## src/rtl/z_result_buffer.sv

```systemverilog
// Two-entry result FIFO between the ALU units and the datapath bus logic.
// Optional per-entry zero/neg flags are stored when Z_FLAGS_EN is defined.
module z_result_buffer #(
  parameter int DATA_W = 32
) (
  input  logic              in_clk,
  input  logic              in_clr_n,
  input  logic              in_valid,
  output logic              out_ready,
  input  logic [DATA_W-1:0] in_lo,
  input  logic [DATA_W-1:0] in_hi,
  input  logic              in_wide,
  output logic              out_valid,
  input  logic              in_ready,
  output logic [DATA_W-1:0] out_zlo,
  output logic [DATA_W-1:0] out_zhi,
  output logic [1:0]        out_count,
  input  logic              in_flush,
  output logic              out_zero,
  output logic              out_neg
);

  logic [DATA_W-1:0] lo_q [2];
  logic [DATA_W-1:0] hi_q [2];
  logic              rd_ptr;
  logic              wr_ptr;
  logic [1:0]        count_q;
  logic              push;
  logic              pop;
  logic [DATA_W-1:0] hi_in;

  assign out_ready = (count_q != 2'd2);
  assign out_valid = (count_q != 2'd0);
  assign out_count = count_q;
  assign push      = in_valid & out_ready;
  assign pop       = out_valid & in_ready;
  assign hi_in     = in_wide ? in_hi : '0;

  always_ff @(posedge in_clk) begin
    if (!in_clr_n) begin
      count_q <= 2'd0;
      rd_ptr  <= 1'b0;
      wr_ptr  <= 1'b0;
      lo_q[0] <= '0;
      lo_q[1] <= '0;
      hi_q[0] <= '0;
      hi_q[1] <= '0;
    end else if (in_flush) begin
      count_q <= 2'd0;
      rd_ptr  <= 1'b0;
      wr_ptr  <= 1'b0;
    end else begin
      if (push) begin
        lo_q[wr_ptr] <= in_lo;
        hi_q[wr_ptr] <= hi_in;
        wr_ptr       <= ~wr_ptr;
      end
      if (pop) begin
        rd_ptr <= ~rd_ptr;
      end
      unique case ({push, pop})
        2'b10:   count_q <= count_q + 2'd1;
        2'b01:   count_q <= count_q - 2'd1;
        default: count_q <= count_q;
      endcase
    end
  end

  always_comb begin
    out_zlo = '0;
    out_zhi = '0;
    if (out_valid) begin
      out_zlo = lo_q[rd_ptr];
      out_zhi = hi_q[rd_ptr];
    end
  end

`ifdef Z_FLAGS_EN
  logic zf_q [2];
  logic nf_q [2];
  logic zf_in;
  logic nf_in;

  // hi_in is already zero for narrow results, so one compare covers both cases
  assign zf_in = (in_lo == '0) & (hi_in == '0);
  assign nf_in = in_wide ? in_hi[DATA_W-1] : in_lo[DATA_W-1];

  always_ff @(posedge in_clk) begin
    if (!in_clr_n) begin
      zf_q[0] <= 1'b0;
      zf_q[1] <= 1'b0;
      nf_q[0] <= 1'b0;
      nf_q[1] <= 1'b0;
    end else if (!in_flush && push) begin
      zf_q[wr_ptr] <= zf_in;
      nf_q[wr_ptr] <= nf_in;
    end
  end

  always_comb begin
    out_zero = 1'b0;
    out_neg  = 1'b0;
    if (out_valid) begin
      out_zero = zf_q[rd_ptr];
      out_neg  = nf_q[rd_ptr];
    end
  end
`else
  assign out_zero = 1'b0;
  assign out_neg  = 1'b0;
`endif

endmodule

```

## config.mk

```make
export PLATFORM = sky130hd
export DESIGN_NAME = z_result_buffer
export DESIGN_NICKNAME = d
export VERILOG_FILES = /design/src/rtl/z_result_buffer.sv
export SDC_FILE = /design/constraint.sdc
export NUM_CORES = 1
export LEC_CHECK = 0
export CAP_MARGIN = 10
export CELL_PAD_IN_SITES_DETAIL_PLACEMENT = 0
export CELL_PAD_IN_SITES_GLOBAL_PLACEMENT = 1
export CORE_MARGIN = 2
export CORE_UTILIZATION = 40
export CTS_CLUSTER_SIZE = 28
export DETAILED_ROUTE_END_ITERATION = 12
export PLACE_DENSITY_LB_ADDON = 0.1
export REMOVE_ABC_BUFFERS = 1
export SLEW_MARGIN = 30
export SYNTH_ARGS = -nofsm -noshare
export SYNTH_HDL_FRONTEND = slang
export SYNTH_SLANG_ARGS = --single-unit
```

## constraint.sdc

```tcl
create_clock -name in_clk -period 6.65 [get_ports in_clk]
set_clock_uncertainty 0.05 [all_clocks]
set_input_delay 0.9975 -clock in_clk [delete_from_list [all_inputs] [get_ports in_clk]]
set_output_delay 0.9975 -clock in_clk [all_outputs]
set_load 0.01 [all_outputs]
```

Word level (Yosys, flattened, before mapping)
Memories as Yosys holds them, arrays and structs flattened. A register that Yosys moved wholly into a read port is not among the register bits. Index checks and enable logic that the tools add are counted.

Register bits after elaboration: 4. Bits in writable memories: 128. Input port bits: 70. Output and inout port bits: 70. Logic and storage cells: 39. Memories kept: 2.

Add/sub/neg operators: 2. Equality and inequality tests: 3. Multiplexer cells: 19. Bitwise gates (word level): 5. Reduce and logical (&&, ||, !) cells: 5.

Memories: hi_q (depth 2, width 32, rd ports 1, clocked after Yosys merged registers in 1, wr ports 2, line 24) `logic [DATA_W-1:0] hi_q [2];`; lo_q (depth 2, width 32, rd ports 1, clocked after Yosys merged registers in 1, wr ports 2, line 23) `logic [DATA_W-1:0] lo_q [2];`.

Operator list (count): $mux 32 (5); $reduce_or 32->1 (2); $mux 1 (13); $pmux 2 s2 (1); $reduce_bool 2->1 (2); $not 1->1 (3); $add 2x1->2 const B (1); $and 1x1->1 (2); $eq 2x1->1 const B (1); $eq 2x2->1 const B (1); $ne 2x2->1 const B (1); $reduce_or 2->1 (1); $sub 2x1->2 const B (1).

Logic depth before layout (Yosys ltp)
Gate-level depths: netlist of the first run.

Depth in word-level cells: 8. Mapped depth: 7. Gate-level depth less buffers: 7.

Least setup slack after synthesis of the first run
No wires, ideal clock.

Path type: input port to flip-flop. Start point: input in_flush. End point: memory hi_q[0][0] (enable). Library setup time: 0.424 ns. Arrival: 3.256 ns. Required time: 6.176 ns. Setup slack: 2.920 ns. Cell stages on the path: 5. Buffers on the path: 2. Path through: nand2b_1 -> or4_1 -> buf_2 -> buf_6 -> nand2_1.

RTL lines: start, declared (line 18) `input logic in_flush,`; end, declared (line 24).

Final worst setup path of the first run
Start point: register count_q[0], in the netlist out_count[0]. End point: output out_zlo[8].

Word-level cells in the longest chain between the ends: 2.

Ends and longest elaborated chain: start, declared (line 27) `logic [1:0] count_q;`; start signal, assigned (line 62) `2'b10: count_q <= count_q + 2'd1;`; start signal, assigned (line 63) `2'b01: count_q <= count_q - 2'd1;`; start signal, assigned (line 64) `default: count_q <= count_q;`; $reduce_bool 2->1 (line 33) `assign out_valid = (count_q != 2'd0);`; $mux 32 (line 72) `if (out_valid) begin`; end, declared (line 15) `output logic [DATA_W-1:0] out_zlo,`.

Every way passes these cells.

==> results of run 1 <==
## flip-flops by register name (all words and copies together), names as in the netlist, named ones only
name	flops
rd_ptr	1
lo_q	64
wr_ptr	1
hi_q	64
out_count	2
## worst max-delay path, cell delays in order (launching register included)
cell and delay [ps]:
dfxtp_1 390, nor2_4 310, buf_4 570, nor2_1 170, clkdlybuf4s50_1 520
## kinds of logic (layout without fill, tap and decap cells)
| group | after synthesis | in the layout |
|---|---|---|
| buf+inv | 36 | 178 |
| xor+xnor | 3 | 3 |
| other cells | 1 | 2 |
| compound gates | 5 | 5 |
| simple gates | 240 | 240 |
| fa+ha+maj | 1 | 1 |
| mux | 64 | 64 |
| flops | 133 | 133 |
## cell usage after synthesis, types with 2 or more instances
cell type / count
nor2_1: 132
edfxtp_1: 128
and2_1: 64
mux2i_1: 64
nand2_1: 35
clkbuf_1: 17
buf_2: 10
dfxtp_1: 5
inv_1: 4
buf_6: 3
o21ai_0: 3
a21oi_1: 2
buf_4: 2
nor2b_1: 2
or3_1: 2
xor2_1: 2
## per-stage QoR
step	area, um2	hold WS, ps	setup WS [ps]
after floorplan	5760	422	2590
after global placement	7420	446	2900
after detailed placement	7450	447	2890
after CTS	7980	464	3150
after global routing	7990	500	3040
final	7990	461	3240
## worst paths after layout
path                                   end    startpoint  cells after the start
worst max register to register  hi_q[0][7]  out_count[0]                      4
worst max-delay path            out_zlo[8]  out_count[0]                      4
worst min register to register      rd_ptr        rd_ptr                      2
worst min-delay path                rd_ptr        rd_ptr                      2
## area by class of cell
cell class	instances	area, um2	area share (%)
Timing Repair Buffer	142	1420	17.8
Clock inverter	6	53.8	0.674
Multi-Input combinational cell	315	1840	23.0
Tap cell	184	230	2.88
Sequential cell	133	3950	49.4
Clock buffer	26	479	6.00
Inverter	4	15.0	0.188
## power by group
| group | total, mW | internal, mW | switching, mW | leakage, nW |
|---|---|---|---|---|
| logic | 0.184 | 0.0918 | 0.0919 | 1.14 |
| clock network | 0.843 | 0.530 | 0.313 | 0.263 |
| registers | 0.973 | 0.960 | 0.0134 | 1.37 |
## layer usage
layer	GRT usage [%]	share of wire [%]	vias to the layer above
li1	-	-	1901
met1	20.0	43	1852
met2	27.6	51	109
met3	5.18	4.9	15
met4	5.49	1.1	2
met5	0	0.10	-
==> impl_metrics.json, run 1 <==
{
  "cts_hold_buf": 0,
  "layout_common_cells": "clkdlybuf4s50_1 (136), nor2_1 (131), edfxtp_1 (128)",
  "synth-simple-area-share_pct": 18.4,
  "post_cts_buffers": 0,
  "rsz0062_at_grt": "no",
  "dr.pass1.iters": 4,
  "startpoint_type": "flop",
  "dp_hpwl_um": 7390,
  "setup_viol": 0,
  "hp-class": "reg2reg",
  "wire_per_inst_um": 15.5,
  "nFillCells": 1233,
  "ir_drop_uv": 159,
  "synth_seq_area_share_pct": 66.7,
  "utilization_pct": 55.2,
  "yosysTopAreaCell": "edfxtp_1",
  "finalHoldViolations": 0,
  "area_growth_pct": 35.0,
  "avgSynthCellArea_um2": 12.3,
  "initialDrtViolationCount": 201,
  "post-route-period-util_pct": 51.4,
  "synth-edff-count": 128,
  "critPathMaxFanout": 54,
  "yosys-top-cells-area": "edfxtp_1 (65%), mux2i_1 (11%), nor2_1 (8.4%)",
  "vias": 3879,
  "total_power_mw": 2.00,
  "die_h_um": 126,
  "track_usage_pct": 16.4,
  "async_reset_ff_share_pct": 0,
  "worstSetupEndpointType": "output pin",
  "drtAntennaViolNets": 0,
  "synth.mux.area_fraction_pct": 10.8,
  "status": "complete, no violations",
  "finalCriticalPeriod_ps": 3410,
  "grt_start_max_net_pins": 65,
  "drv_slew": 0,
  "tns_ps": 0,
  "synth_warnings": 0,
  "clock_sinks": 133,
  "synthAdderAreaFrac_pct": 0.211,
  "ios": 140,
  "grt_antenna_before_repair": 1,
  "drc_errors": 0,
  "dp_cells": 778,
  "nNetsFinal": 684,
  "netlist_instances": 483,
  "clk_latency_ps": 410,
  "max-cap-violations": 0,
  "fmax_mhz": 293,
  "cts_buffers": 17,
  "layout-drive-gt1-share_pct": 5.75,
  "yosysUniqueCellTypes": 24,
  "clkTransAtPathRegs_ps": 50,
  "worst_pin_slew_ps": 915,
  "grt_pass1_wl_um": 19900,
  "synth_compound_area_share_pct": 0.423,
  "p_leak_nw": 2.78,
  "port_buffers": 137,
  "core_um2": 14500,
  "cts_root_buf": "clkbuf_16",
  "gp_congestion": 0.736,
  "r2r_slack_ps": 4060,
  "crit_required_ps": 5600,
  "synth_top_family_by_area": "simple AND/OR/NAND/NOR gates",
  "ctsResizeCount": 0,
  "rows": 44,
  "crit_type": "reg2out",
  "antenna_cells": 0,
  "grt-ovfl-total": 0,
  "synth_xor_area_share_pct": 0.444,
  "wl_um": 12500,
  "stdcell_count": 810,
  "netlist.area_leader.share_pct": 65.0,
  "power_density_nw_per_um2": 250,
  "synthFlopType": "edfxtp_1",
  "cts_tree": "built",
  "cts_buffer_depth": 2,
  "vias_per_cell": 4.79,
  "relSlewSlack_pct": 39.0,
  "start_util_pct": 40.9,
  "grt_pass1_vias": 4001,
  "htreeDepth": 4,
  "mostFrequentLayoutCell": "clkdlybuf4s50_1",
  "dieArea_um2": 15800,
  "ys_ff_latch": 133,
  "arrival_ps": 2370,
  "die_w_um": 126,
  "syn_area_um2": 5920
}
No activity file was read; power rests on OpenSTA's default activity.
==> inputs of run 2 (changes only) <==
--- a/config.mk
+++ b/config.mk
@@ -9,7 +9,7 @@
 export CELL_PAD_IN_SITES_DETAIL_PLACEMENT = 0
 export CELL_PAD_IN_SITES_GLOBAL_PLACEMENT = 1
 export CORE_MARGIN = 2
-export CORE_UTILIZATION = 40
+export CORE_UTILIZATION = 39
 export CTS_CLUSTER_SIZE = 28
 export DETAILED_ROUTE_END_ITERATION = 12
 export PLACE_DENSITY_LB_ADDON = 0.1
==> constraint.sdc (replaced) <==
create_clock -name in_clk -period 3.4 [get_ports in_clk]
set_clock_uncertainty 0.05 [all_clocks]
set_input_delay 0.51 -clock in_clk [delete_from_list [all_inputs] [get_ports in_clk]]
set_output_delay 0.51 -clock in_clk [all_outputs]
set_load 0.01 [all_outputs]
==> run 2 against run 1 <==
Compared with the run above:
- register-to-register slack got worse by 2700 ps
- setup slack worse by 2800 ps
- combinational power grew 100%
- largest power group unchanged
==> impl_metrics.json, run 2 (synthesis gave the netlist of run 1 again) <==
{
  "clkPwrFrac_pct": 42.9,
  "clock_sinks": 133,
  "pwr-share-comb_pct": 9.4,
  "finalHoldViolations": 0,
  "htreeDepth": 4,
  "total_power_mw": 3.99,
  "rows": 45,
  "crit_type": "reg2out",
  "seq_power_share_pct": 47.7,
  "crit_required_ps": 2840,
  "die_h_um": 127,
  "hp-class": "reg2reg",
  "clkTransAtPathRegs_ps": 50,
  "fmax_mhz": 341,
  "cts_buffer_depth": 2,
  "place_ws_ps": 638,
  "cts_tree": "built",
  "startpoint_type": "flop",
  "grt_antenna_before_repair": 0,
  "grt-ovfl-total": 0,
  "vias_per_cell": 4.77,
  "critPathMaxFanout": 38,
  "grt_pass1_wl_um": 20600,
  "layout-drive-gt1-share_pct": 6.93,
  "p_leak_nw": 2.83,
  "grt_pass1_vias": 4053,
  "post-route-period-util_pct": 86.2,
  "cts_hold_buf": 0,
  "power_density_nw_per_um2": 492,
  "netSwitchingPower_mw": 0.836,
  "layout_setup_ws_ps": 468,
  "wl_um": 13000,
  "cts_root_buf": "clkbuf_16",
  "hold_slack_ps": 457,
  "min-delay-start": "rd_ptr",
  "die_w_um": 127,
  "layout_common_cells": "clkdlybuf4s50_1 (137), nor2_1 (131), edfxtp_1 (128)",
  "cts_buffers": 17,
  "grt_start_max_net_pins": 65,
  "status": "complete, no violations",
  "r2r_start": "out_count[0]",
  "dr.pass1.iters": 4,
  "arrival_ps": 2370,
  "antenna_cells": 0,
  "ios": 140,
  "finalCriticalPeriod_ps": 2930,
  "setup_viol": 0,
  "p_int_mw": 3.15,
  "drtAntennaViolNets": 0,
  "core_um2": 15000,
  "ir_drop_uv": 299,
  "worst_pin_slew_ps": 831,
  "switching_share_pct": 21.0,
  "ctsResizeCount": 0,
  "crit_path_start": "out_count[0]",
  "track_usage_pct": 16.8,
  "drv_slew": 0,
  "post_cts_buffers": 0,
  "drc_errors": 0,
  "wire_per_inst_um": 15.7,
  "port_buffers": 137,
  "vias": 3923,
  "gp_congestion": 0.745,
  "rsz0062_at_grt": "no",
  "nNetsFinal": 693,
  "worstSetupEndpointType": "output pin",
  "mostFrequentLayoutCell": "clkdlybuf4s50_1",
  "area_growth_pct": 36.8,
  "clk_latency_ps": 410,
  "start_util_pct": 39.4,
  "dp_hpwl_um": 7830,
  "max-cap-violations": 0,
  "dieArea_um2": 16200,
  "initialDrtViolationCount": 205,
  "relSlewSlack_pct": 44.5,
  "utilization_pct": 53.9
}
## run 2: through the flow
stage / area, um2 / TNS [ps] / instances
finish: 8100 / 0 / 823
global route: 8100 / 0 / 823
CTS: 8100 / 0 / 823
detailed placement: 7540 / 0 / 791
global placement: 7540 / 0 / 791
floorplan: 5760 / -21480 / 452
## run 2: path summary, 6_finish.rpt
check        depth (start not counted)  slack (ps)           to
max                                  4         470   out_zhi[4]
min                                  2         460         flop
max reg2reg                          4        1310  hi_q[0][20]
min reg2reg                          2         460         flop
## run 2: cell type report
cell class / count / area (um2)
Sequential cell: 133 / 3950
Clock buffer: 28 / 507
Multi-Input combinational cell: 315 / 1830
Inverter: 4 / 15.0
Tap cell: 188 / 235
Clock inverter: 4 / 50.0
Timing Repair Buffer: 151 / 1510
Fill cell: 1325 / 6940
## run 2: metal layers
metal  part of all wire [%]  global-route usage (%)  up-vias
li1                       -                       -     1925
met1                     43                    19.9     1884
met2                     51                    29.6      104
met3                    4.9                    4.77       10
met4                    1.0                    5.49        0
met5                      0                       0        -
## run 2: worst max-delay path, stage by stage, from the launching register on
cell,delay [ps]
dfxtp_1,390
nor2_4,670
buf_12,300
nor2_1,110
clkdlybuf4s50_1,490
## run 2: power by group through the flow
stage          clock network (mW)  registers, mW  logic, mW
2_1_floorplan                   0           1.94      0.154
3_3_place_gp                    0           1.93      0.379
3_5_place_dp                    0           1.94      0.384
4_1_cts                      1.74           1.90      0.385
5_1_grt                      1.81           1.91      0.412
6_report                     1.71           1.90      0.376
==> inputs of run 3 (changes only) <==
--- a/config.mk
+++ b/config.mk
@@ -9,12 +9,11 @@
 export CELL_PAD_IN_SITES_DETAIL_PLACEMENT = 0
 export CELL_PAD_IN_SITES_GLOBAL_PLACEMENT = 1
 export CORE_MARGIN = 2
-export CORE_UTILIZATION = 39
+export CORE_UTILIZATION = 40
 export CTS_CLUSTER_SIZE = 28
 export DETAILED_ROUTE_END_ITERATION = 12
 export PLACE_DENSITY_LB_ADDON = 0.1
 export REMOVE_ABC_BUFFERS = 1
-export SLEW_MARGIN = 30
 export SYNTH_ARGS = -nofsm -noshare
 export SYNTH_HDL_FRONTEND = slang
 export SYNTH_SLANG_ARGS = --single-unit
==> constraint.sdc (replaced) <==
create_clock -name in_clk -period 3.53 [get_ports in_clk]
set_clock_uncertainty 0.05 [all_clocks]
set_input_delay 0.5295 -clock in_clk [delete_from_list [all_inputs] [get_ports in_clk]]
set_output_delay 0.5295 -clock in_clk [all_outputs]
set_load 0.01 [all_outputs]
==> run 3 against run 2 <==
Compared with the run above:
- clock power is 9% lower
- global-route usage fell by 0.34 points
- final cell count down 0.73%
- non-clock buffer count is 2 lower
- combinational power is 5% lower
- power decreased by 6.0%
- largest cell class unchanged
- setup slack improved by 180 ps
- via count is 0.48% lower
- critical endpoint is now out_zhi[21]
- wire length shrank 2.0%
- final area is 0.51% lower
==> impl_metrics.json, run 3 (synthesis gave the netlist of run 1 again) <==
{
  "status": "complete, no violations",
  "worstSetupEndpointType": "output pin",
  "path_cells": "buf_4 > mux2i_1 > nor2_1 > clkdlybuf4s50_1",
  "hp-class": "reg2reg",
  "ios": 140,
  "wl_um": 12700,
  "layout-drive-gt1-share_pct": 7.42,
  "grt-ovfl-total": 0,
  "grt_start_max_net_pins": 66,
  "gp_congestion": 0.740,
  "startpoint_type": "flop",
  "crit_slowest_cell": "dfxtp_4",
  "ctsResizeCount": 0,
  "min-delay-start": "rd_ptr",
  "grt_pass1_wl_um": 20000,
  "fmax_mhz": 347,
  "hold_end": "rd_ptr",
  "r2r_slack_ps": 1460,
  "power_density_nw_per_um2": 465,
  "crit_required_ps": 2950,
  "initialDrtViolationCount": 218,
  "clock_sinks": 133,
  "worst_pin_slew_ps": 743,
  "track_usage_pct": 16.5,
  "cts_tree": "built",
  "drc_errors": 0,
  "dr.pass1.iters": 5,
  "setup_viol": 0,
  "die_w_um": 126,
  "cts_buffers": 17,
  "finalHoldViolations": 0,
  "post_cts_buffers": 0,
  "finalCriticalPeriod_ps": 2880,
  "port_buffers": 137,
  "vias": 3904,
  "grt_pass1_vias": 3975,
  "cts_buffer_depth": 2,
  "mostFrequentLayoutCell": "clkdlybuf4s50_1",
  "layout_common_cells": "clkdlybuf4s50_1 (137), nor2_1 (131), edfxtp_1 (128)",
  "tns_ps": 0,
  "drtAntennaViolNets": 0,
  "die_h_um": 126,
  "wire_per_inst_um": 15.5,
  "arrival_ps": 2300,
  "hold_slack_ps": 461,
  "place_area_um2": 7520,
  "max-cap-violations": 0,
  "core_um2": 14500,
  "critPathMaxFanout": 29,
  "p_leak_nw": 2.79,
  "dp_cells": 785,
  "stdcell_count": 817,
  "nNetsFinal": 691,
  "reg2reg_to": "lo_q[1][12]",
  "rows": 44,
  "htreeDepth": 4,
  "vias_per_cell": 4.78,
  "drv_slew": 0,
  "area_growth_pct": 36.1,
  "crit_type": "reg2out",
  "relSlewSlack_pct": 50.5,
  "ir_drop_uv": 292,
  "design_area_um2": 8060,
  "antenna_cells": 0,
  "clkTransAtPathRegs_ps": 60,
  "min_path_cells": 2,
  "start_util_pct": 40.9,
  "grt_antenna_before_repair": 0,
  "post-route-period-util_pct": 81.7,
  "rsz0062_at_grt": "no",
  "clk_latency_ps": 410,
  "r2r_cells": 5,
  "cts_hold_buf": 0,
  "total_power_mw": 3.74,
  "max_stage_delay_ps": 700,
  "dp_hpwl_um": 7880,
  "dieArea_um2": 15800,
  "r2r_start": "out_count[1]",
  "cts_root_buf": "clkbuf_16"
}
## run 3: how the worst max path moves through the flow
| stage | from | end | cells past startpoint |
|---|---|---|---|
| finish | flop | out_zhi[21] | 4 |
| global route | flop | out_zlo[14] | 4 |
| CTS | flop | out_zhi[21] | 4 |
| detailed placement | in_clr_n | lo_q[0][20] | 5 |
| global placement | in_clr_n | lo_q[0][29] | 5 |
| floorplan | out_count[0] | hi_q[1][0] | 4 |
## run 3: layer usage
| metal | global-route usage, % | up-vias | wire length (um) | part of all wire [%] |
|---|---|---|---|---|
| met2 | 27.8 | 109 | 6370 | 50 |
| met5 | 0 | - | 0 | 0 |
| met4 | 5.49 | 0 | 142 | 1.1 |
| li1 | - | 1916 | - | - |
| met3 | 4.72 | 10 | 718 | 5.7 |
| met1 | 20.5 | 1869 | 5470 | 43 |
## run 3: critical path: cells and delay by family, from the launching register on
kind,cells,cell delay (ps)
buf+inv,2,880
flops,1,700
mux,1,240
simple gates,1,60
## run 3: layout make-up
| type | count | area, um2 |
|---|---|---|
| clock inverter | 14 | 106 |
| tap | 184 | 230 |
| inverter | 4 | 15.0 |
| fill | 1290 | 6420 |
| clock buffer | 18 | 429 |
| sequential | 133 | 3950 |
| timing repair buffer | 149 | 1500 |
| multi-input combinational | 315 | 1830 |
## run 3: per-stage QoR
| stage | util (%) | setup WS, ps |
|---|---|---|
| after floorplan | - | -115 |
| after global placement | 51.9 | 855 |
| after detailed placement | 51.9 | 797 |
| after CTS | 55.6 | 583 |
| after global routing | 55.6 | 494 |
| final | 55.6 | 647 |
## run 3: power by group
part | switching, mW | internal (mW)
logic | 0.176 | 0.181
clock network | 0.657 | 0.900
registers | 0.0253 | 1.81
